`config.mk`:
```
export PLATFORM = sky130hd
export DESIGN_NAME = game_fsm
export DESIGN_NICKNAME = d
export VERILOG_FILES = /design/src/rtl/game_pkg.sv /design/src/rtl/bcd_counter3.sv /design/src/rtl/game_fsm.sv
export SDC_FILE = /design/constraint.sdc
export NUM_CORES = 1
export LEC_CHECK = 0
export CORE_ASPECT_RATIO = 0.6
export CORE_MARGIN = 3
export CORE_UTILIZATION = 55
export CTS_BUF_LIST = sky130_fd_sc_hd__clkbuf_8
export DETAILED_ROUTE_END_ITERATION = 10
export PLACE_DENSITY = 0.82
export SLEW_MARGIN = 30
export SYNTH_ARGS = -nofsm -noshare
export SYNTH_HDL_FRONTEND = slang
export SYNTH_SLANG_ARGS = --single-unit
```
`constraint.sdc`:
```
create_clock -name clk -period 2.6 [get_ports clk]
set_input_delay 0.39 -clock clk [delete_from_list [all_inputs] [get_ports clk]]
set_output_delay 0.39 -clock clk [all_outputs]
set_load 0.03 [all_outputs]
```
`src/rtl/game_pkg.sv`:
```
// rtl/game_pkg.sv - shared game-flow types, BCD constants and saturating BCD increment
package game_pkg;

  typedef enum logic [1:0] {
    ST_START    = 2'b00,
    ST_GAME     = 2'b01,
    ST_GAMEOVER = 2'b10
  } game_state_t;

  typedef logic [11:0] bcd3_t;

  localparam bcd3_t BCD3_ZERO = 12'h000;
  localparam bcd3_t BCD3_MAX  = 12'h999;

  // Add one to a 3-digit BCD value, rippling the carry upward; 999 sticks at 999.
  function automatic bcd3_t bcd3_inc(input bcd3_t v);
    bcd3_t r;
    r = v;
    if (v != BCD3_MAX) begin
      if (v[3:0] != 4'd9) begin
        r[3:0] = v[3:0] + 4'd1;
      end else begin
        r[3:0] = 4'd0;
        if (v[7:4] != 4'd9) begin
          r[7:4] = v[7:4] + 4'd1;
        end else begin
          r[7:4]  = 4'd0;
          r[11:8] = v[11:8] + 4'd1;
        end
      end
    end
    return r;
  endfunction

endpackage

```
`src/rtl/bcd_counter3.sv`:
```
// rtl/bcd_counter3.sv - three-digit saturating BCD up-counter with synchronous clear
module bcd_counter3
  import game_pkg::*;
(
  input  logic        clk,
  input  logic        rst_n,
  input  logic        clear,
  input  logic        inc,
  output logic [11:0] value
);

  // Clear wins over increment so a new round always starts from 000.
  always_ff @(posedge clk or negedge rst_n) begin
    if (!rst_n) begin
      value <= BCD3_ZERO;
    end else if (clear) begin
      value <= BCD3_ZERO;
    end else if (inc) begin
      value <= bcd3_inc(value);
    end
  end

endmodule

```
`src/rtl/game_fsm.sv`:
```
// rtl/game_fsm.sv - flappy-bird game-flow controller: screen state, score, best, flap and restart pulses
module game_fsm
  import game_pkg::*;
#(
  parameter int SYNC_STAGES    = 2,
  parameter int LOCKOUT_FRAMES = 60
) (
  input  logic        clk,
  input  logic        rst_n,
  input  logic        btn,
  input  logic        collision,
  input  logic        pipe_passed,
  input  logic        frame_tick,
  output logic [1:0]  state,
  output logic        game_rst,
  output logic        flap,
  output logic [11:0] score,
  output logic [11:0] best,
  output logic        new_best
);

  localparam int LOCK_W = (LOCKOUT_FRAMES > 0) ? $clog2(LOCKOUT_FRAMES + 1) : 1;
  localparam logic [LOCK_W-1:0] LOCK_LOAD = LOCK_W'(LOCKOUT_FRAMES);

  logic [SYNC_STAGES-1:0] sync_q;
  logic                   btn_dly_q;
  logic                   btn_rise;

  game_state_t            state_q;
  game_state_t            state_d;
  logic [LOCK_W-1:0]      lock_q;
  logic [LOCK_W-1:0]      lock_d;

  logic                   flap_d;
  logic                   game_rst_d;
  logic                   score_clear;
  logic                   score_inc;
  logic                   best_load;
  logic                   new_best_clear;

  // Bring the raw button into the clock domain and keep one extra sample for edge detection.
  always_ff @(posedge clk or negedge rst_n) begin
    if (!rst_n) begin
      sync_q    <= '0;
      btn_dly_q <= 1'b0;
    end else begin
      sync_q    <= {sync_q[SYNC_STAGES-2:0], btn};
      btn_dly_q <= sync_q[SYNC_STAGES-1];
    end
  end

  assign btn_rise = sync_q[SYNC_STAGES-1] & ~btn_dly_q;

  // Screen state register.
  always_ff @(posedge clk or negedge rst_n) begin
    if (!rst_n) begin
      state_q <= ST_START;
    end else begin
      state_q <= state_d;
    end
  end

  // Next screen: button starts or leaves a round, collision ends it; unknown codes fall back to START.
  always_comb begin
    state_d = state_q;
    case (state_q)
      ST_START:    if (btn_rise) state_d = ST_GAME;
      ST_GAME:     if (collision) state_d = ST_GAMEOVER;
      ST_GAMEOVER: if (btn_rise && (lock_q == '0)) state_d = ST_START;
      default:     state_d = ST_START;
    endcase
  end

  // Per-state actions; collision takes priority over flap and scoring in the same cycle.
  always_comb begin
    flap_d         = 1'b0;
    game_rst_d     = 1'b0;
    score_clear    = 1'b0;
    score_inc      = 1'b0;
    best_load      = 1'b0;
    new_best_clear = 1'b0;
    lock_d         = lock_q;
    case (state_q)
      ST_START: begin
        if (btn_rise) begin
          flap_d         = 1'b1;
          game_rst_d     = 1'b1;
          score_clear    = 1'b1;
          new_best_clear = 1'b1;
        end
      end
      ST_GAME: begin
        if (collision) begin
          lock_d    = LOCK_LOAD;
          best_load = (score > best);
        end else begin
          flap_d    = btn_rise;
          score_inc = pipe_passed;
        end
      end
      ST_GAMEOVER: begin
        if (frame_tick && (lock_q != '0)) begin
          lock_d = lock_q - LOCK_W'(1);
        end
      end
      default: ;
    endcase
  end

  // Registered pulses, lockout counter and best-score bookkeeping.
  always_ff @(posedge clk or negedge rst_n) begin
    if (!rst_n) begin
      flap     <= 1'b0;
      game_rst <= 1'b0;
      lock_q   <= '0;
      best     <= BCD3_ZERO;
      new_best <= 1'b0;
    end else begin
      flap     <= flap_d;
      game_rst <= game_rst_d;
      lock_q   <= lock_d;
      if (best_load) begin
        best     <= score;
        new_best <= 1'b1;
      end else if (new_best_clear) begin
        new_best <= 1'b0;
      end
    end
  end

  assign state = state_q;

  bcd_counter3 u_score (
    .clk   (clk),
    .rst_n (rst_n),
    .clear (score_clear),
    .inc   (score_inc),
    .value (score)
  );

endmodule
```
==> flow_summary_export.csv, run 1 <==
group,metric,value,unit
run_status,status,"finished, final reports clean",
drt,drc,0,
clock_tree,clock_latency,0.29,ns
critical_path,rrSetupSlack,0.23,ns
logic_synthesis,synth_edf_count,0,
logic_synthesis,synthFlopType,"dfrtp_1",
finish,final_cell_mix,"38 x dfrtp_1, 33 x clkdlybuf4s50_1, 20 x inv_1, 20 x ha_1, 16 x nand2_1",
drt,first_iter_violations,70,
clock_tree,ctsHoldBuffers,0,
drt,routed.top_layer,"met4",
global_route,first_global_vias,1623,
global_route,grt_first_pass_wirelength,7.76,mm
finish,drive_gt1_share,13.7,%
critical_path,r2r-end,"best[3]",
drt,wl_per_cell,16.7,µm
finish,n_antenna_cell,0,
sta,maxSlewViolCount,0,
drt,wl_met3,298,µm
logic_synthesis,synthTopCellsByArea,"dfrtp_1 46%, ha_1 12%, mux2_4 4.4%, inv_1 3.6%, xor2_1 3.0%",
sta,min_period_over_period,91.3,%
global_route,overflow,0,
critical_path,arrival,2.56,ns
power,ir_worst_vdd,0.573,mV
critical_path,worstPathRequired,2.78,ns
floorplanning,die-height,53.5,µm
clock_tree,cts_root_buffer,"clkbuf_8",
critical_path,r2r_start,"u_score.value[10]",
global_route,grt_use_total,22.9,%
floorplanning,pin_count,35,
global_route,grt_max_degree,39,
drt,dr.pass1.iters,4,
hold_path,min_path_type,"input port to async pin",
sta,slew-limit-headroom,44.3,%
finish,layout_commonest_cell,"dfrtp_1",
finish,nNetsFinal,259,
placed_design,numPortBuffers,34,
logic_synthesis,synth_cell_types,39,
floorplanning,core,0.00342,mm²
critical_path,startpoint,"u_score.value[10]",
floorplanning,rows,16,
sta,rsz0062_at_grt,"false",
placed_design,gp_congestion,0.843,
logic_synthesis,synth-async-reset-ratio,100,%
sta,tns,0,ns
sta,timing.final.hold_violations,0,
power,p_per_area,989,mW/mm²
drt,wl_met1,2.32,mm
sta,fin_crit,2.37,ns
critical_path,worstSetupEndpoint,"best[3]",
critical_path,rr_worst_depth,7,
placed_design,post-dp-hpwl,3.48,mm
global_route,antenna_found_initial,0,
finish,synthToLayoutAreaGrowth,25.6,%
clock_tree,clk_pin_slew,0.07,ns
floorplanning,start_util,60.3,%
critical_path,start_kind,"flop",
logic_synthesis,synth_top_area_cell,"dfrtp_1",
critical_path,crit_path_end_kind,"flop",
sta,fin_worst_hold_slack,0.193,ns
floorplanning,dieArea,0.00455,mm²
logic_synthesis,yosys_warnings,0,
drt,wl,4.65,mm
clock_tree,cts_tree,"done",
drt,vias,1591,
critical_path,crit_fanout,8,
sta,setup_viol,0,
logic_synthesis,synth_seq_cells,38,
clock_tree,cts_sinks,38,
logic_synthesis,synth_nets,214,
clock_tree,ctsResizeCount,0,
drt,drtAntennaViolNets,0,
clock_tree,htree_levels,2,
power,leakagePower,1.20,nW
logic_synthesis,syn_avg_cell_area,11.0,µm²
drt,viasPerCell,5.70,
drt,wl_met2,1.96,mm
clock_tree,numCtsBuffers,5,
sta,skew,0.00363,ns
floorplanning,fp.dieW,85.1,µm
logic_synthesis,synthCells,188,
logic_synthesis,yosys.area.top_type_share,46.1,%
job,drv_cap,0,
sta,worst_pin_slew,0.836,ns
clock_tree,post-cts-setup-buffer-count,0,
clock_tree,clockBufferDepth,2,
logic_synthesis,ys_seq_area_share,46.1,%
sta,clock.fmax,421,MHz
critical_path,critPathKind,"flop to flop",
logic_synthesis,synth_area,0.00206,mm²
per-stage QoR:
step | utilization (%) | cell area, µm² | power [mW] | setup WS (ns) | std cells
2_1_floorplan | - | 2060 | 1.64 | 0.272 | 188
3_3_place_gp | 72.6 | 2480 | 2.01 | 0.357 | 271
3_5_place_dp | 72.6 | 2480 | 2.08 | 0.272 | 271
4_1_cts | 75.8 | 2590 | 2.56 | 0.243 | 279
5_1_grt | 75.8 | 2590 | 2.73 | 0.0624 | 279
6_report | 75.8 | 2590 | 2.56 | 0.226 | 279
per-layer routing:
metal,up-vias,track usage [%]
met5,-,0
met4,0,8.95
met3,9,6.07
met2,61,35.1
met1,779,31.0
li1,742,-
logic make-up (layout without fill, tap and decap cells):
kind of cell | Yosys count | after routing | synth area share, %
adders and majority gates | 20 | 20 | 12.1
and+or+nand+nor | 56 | 56 | 14.8
DFF | 38 | 38 | 46.1
AOI/OAI and AO/OA | 28 | 28 | 9.70
muxes | 16 | 16 | 9.45
buffers and inverters | 22 | 68 | 4.42
xor gates and xnor gates | 8 | 8 | 3.39
final cells by class:
cell class,instances,area (µm²)
Clock inverter,3,40.0
Clock buffer,5,68.8
Inverter,20,75.1
Sequential cell,38,951
Tap cell,45,56.3
Timing Repair Buffer,40,380
Multi-Input combinational cell,128,1020
Fill cell,232,830
synth_stat cells, types with 2 or more instances:
| master | instances |
|---|---|
| mux2i_1 | 6 |
| nand2b_1 | 4 |
| nor2_1 | 11 |
| and3b_1 | 3 |
| nand2_1 | 16 |
| a21oi_1 | 7 |
| nand3b_1 | 4 |
| mux2_4 | 6 |
| inv_1 | 20 |
| nand4_1 | 2 |
| dfrtp_1 | 38 |
| o21ai_0 | 10 |
| ha_1 | 20 |
| mux2_2 | 4 |
| a211oi_1 | 2 |
| nand3_1 | 5 |
| nor3_1 | 2 |
| xor2_1 | 7 |
power breakdown:
group          leakage [nW]  internal, mW  switching, mW
Sequential            0.485         0.742          0.178
Combinational         0.654         0.502          0.649
Clock                0.0579         0.282          0.211
sequential cells by signal (all words and copies together), names as in the netlist:
| signal | cells |
|---|---|
| new_best | 1 |
| sync_q | 2 |
| u_score.value | 12 |
| best | 12 |
| lock_q | 6 |
| game_rst | 1 |
| flap | 1 |
| btn_dly_q | 1 |
| state | 2 |
worst max-delay path: stages, from the launching register on:
cell and delay [ns]:
dfrtp_1 0.47, ha_1 0.38, nand4_1 0.13, nor3_2 0.25, o31ai_1 0.12, a221oi_2 0.31
buf_4 0.25, mux2_2 0.35
worst min-delay path by stage:
| stage | start | endpoint | depth (start not counted) |
|---|---|---|---|
| after floorplan | rst_n | best[0] | 0 |
| after CTS | rst_n | best[0] | 1 |
| after detailed placement | sync_q[0] | sync_q[1] | 0 |
| after global routing | rst_n | best[3] | 1 |
| final | rst_n | lock_q[5] | 1 |
| after global placement | sync_q[0] | sync_q[1] | 0 |
Note: power is estimated with default switching activity, not from simulation.
==> inputs of run 2 (changes only) <==
CORE_MARGIN = 2   (was 3)
CORE_UTILIZATION = 48   (was 55)
PLACE_DENSITY = 0.73   (was 0.82)
==> run 2 against run 1 <==
Net effect: first-iteration DRC count fell by 39%; combinational power hardly changed; count of clock-buffer cells in the layout is the same; core utilization down 13 points; register-to-register slack about the same; clock skew hardly changed; die area grew 6.8%; critical path depth stayed put; worst hold slack better by 0.0062 ns; via count is 7.3% lower; setup slack gained 0.010 ns; critical path type unchanged; largest cell class unchanged; highest routed layer unchanged.
==> flow_summary_export.csv, run 2 (synthesis results as in run 1) <==
group,metric,value,unit
run_status,status,"finished, final reports clean",
power,power_switching,1.00,mW
critical_path,crit_path_end_kind,"flop",
sta,min_period_over_period,90.9,%
critical_path,worstPathRequired,2.78,ns
critical_path,start_kind,"flop",
global_route,first_global_vias,1310,
floorplanning,start_util,50.1,%
sta,clock.fmax,423,MHz
critical_path,r2r-end,"best[2]",
sta,rsz0062_at_grt,"false",
global_route,grt_use_total,19.0,%
drt,dr.pass1.iters,4,
power,ir_worst_vdd,0.463,mV
finish,nNetsFinal,259,
drt,wl,4.21,mm
sta,tns,0,ns
clock_tree,post-cts-setup-buffer-count,0,
finish,final_cells,293,
floorplanning,fp.dieW,88.7,µm
drt,drc,0,
critical_path,crit_chain,"ha_1 -> nand4_1 -> nor3_2 -> o31ai_1 -> a221oi_2 -> buf_4 -> mux2_2",
sta,slew-limit-headroom,44.3,%
job,drv_cap,0,
critical_path,rr_worst_depth,7,
drt,vias,1475,
sta,worst_pin_slew,0.836,ns
critical_path,crit_slowest_cell,"dfrtp_1",
hold_path,min_path_type,"input port to async pin",
clock_tree,clock_latency,0.29,ns
finish,final_cell_mix,"38 x dfrtp_1, 33 x clkdlybuf4s50_1, 22 x inv_1",
power,seqPwrFrac,37.6,%
sta,timing.final.hold_violations,0,
critical_path,rrSetupSlack,0.24,ns
clock_tree,ctsResizeCount,0,
placed_design,numPortBuffers,34,
critical_path,path_buf_inv,1,
finish,n_antenna_cell,0,
placed_design,dp_cells,286,
drt,drtAntennaViolNets,0,
sta,fin_crit,2.36,ns
power,p_per_area,940,mW/mm²
critical_path,r2r_start,"u_score.value[10]",
sta,fin_worst_hold_slack,0.199,ns
critical_path,arrival,2.54,ns
clock_tree,cts_root_buffer,"clkbuf_8",
clock_tree,ctsHoldBuffers,0,
finish,layout_commonest_cell,"dfrtp_1",
sta,setup_viol,0,
finish,synthToLayoutAreaGrowth,25.0,%
global_route,grt_max_degree,39,
floorplanning,rows,18,
power,leakagePower,1.19,nW
drt,viasPerCell,5.03,
clock_tree,clk_pin_slew,0.07,ns
finish,reg.largest.list,"best x12, u_score.value x12, lock_q x6",
critical_path,critPathKind,"flop to flop",
clock_tree,htree_levels,2,
floorplanning,dieArea,0.00486,mm²
drt,first_iter_violations,43,
clock_tree,cts_tree,"done",
sta,skew,0.00387,ns
power,clkPwrFrac,15.3,%
floorplanning,core,0.00412,mm²
clock_tree,cts_sinks,38,
placed_design,post-dp-hpwl,3.11,mm
power,sw_frac_of_total,41.3,%
placed_design,gp_congestion,0.835,
drt,wl_per_cell,14.4,µm
global_route,overflow,0,
finish,drive_gt1_share,12.4,%
clock_tree,numCtsBuffers,5,
global_route,grt_first_pass_wirelength,6.64,mm
floorplanning,die-height,54.8,µm
critical_path,cpPeakStageDelay,0.45,ns
critical_path,crit_fanout,12,
global_route,antenna_found_initial,0,
power,comb_power_share,47.1,%
power,internal_power,1.42,mW
critical_path,crit_family,"flip-flops",
clock_tree,clockBufferDepth,2,
floorplanning,pin_count,35,
sta,maxSlewViolCount,0,
run 2: changes by cell type in the layout (fill, tap and decap cells not counted), sizes merged:
cell,before,now
bufinv,1,0
clkinv,2,0
inv,20,22
run 2: final cells by class:
| class | instances | area [µm²] |
|---|---|---|
| multi-input cells | 128 | 1020 |
| fillers | 352 | 1540 |
| clock buffers | 5 | 68.8 |
| clock inverters | 2 | 7.51 |
| repair buffers | 40 | 380 |
| inverters | 20 | 75.1 |
| flip-flops and latches | 38 | 951 |
| well taps | 60 | 75.1 |
run 2: stage by stage:
| stage | instance area [µm²] | power [mW] | setup WS [ns] | util, % |
|---|---|---|---|---|
| 6_report | 2580 | 2.42 | 0.236 | 62.6 |
| 5_1_grt | 2580 | 2.59 | 0.0696 | 62.6 |
| 4_1_cts | 2580 | 2.43 | 0.270 | 62.6 |
| 3_5_place_dp | 2500 | 2.06 | 0.288 | 60.7 |
| 3_3_place_gp | 2500 | 2.04 | 0.319 | 60.7 |
| 2_1_floorplan | 2060 | 1.64 | 0.272 | - |
run 2: worst max-delay path by stage:
stage | from | endpoint | depth (start not counted)
floorplan | u_score.value[10] | best[0] | 7
global placement | u_score.value[10] | best[2] | 7
detailed placement | u_score.value[10] | best[4] | 7
CTS | u_score.value[10] | best[2] | 7
global route | u_score.value[10] | best[2] | 7
finish | u_score.value[10] | best[2] | 7
run 2: per-layer routing:
metal	up-vias	routed length, µm	global-route usage, %
met2	29	1550	23.6
met1	700	2430	29.9
li1	739	-	-
met3	7	177	5.43
met5	-	0	0
met4	0	53	6.82
run 2: power by group through the flow:
stage	sequential, mW	clock, mW	combinational [mW]
finish	0.913	0.370	1.14
global route	0.935	0.402	1.26
CTS	0.911	0.373	1.14
detailed placement	0.922	0	1.13
global placement	0.917	0	1.12
floorplan	1.11	0	0.529
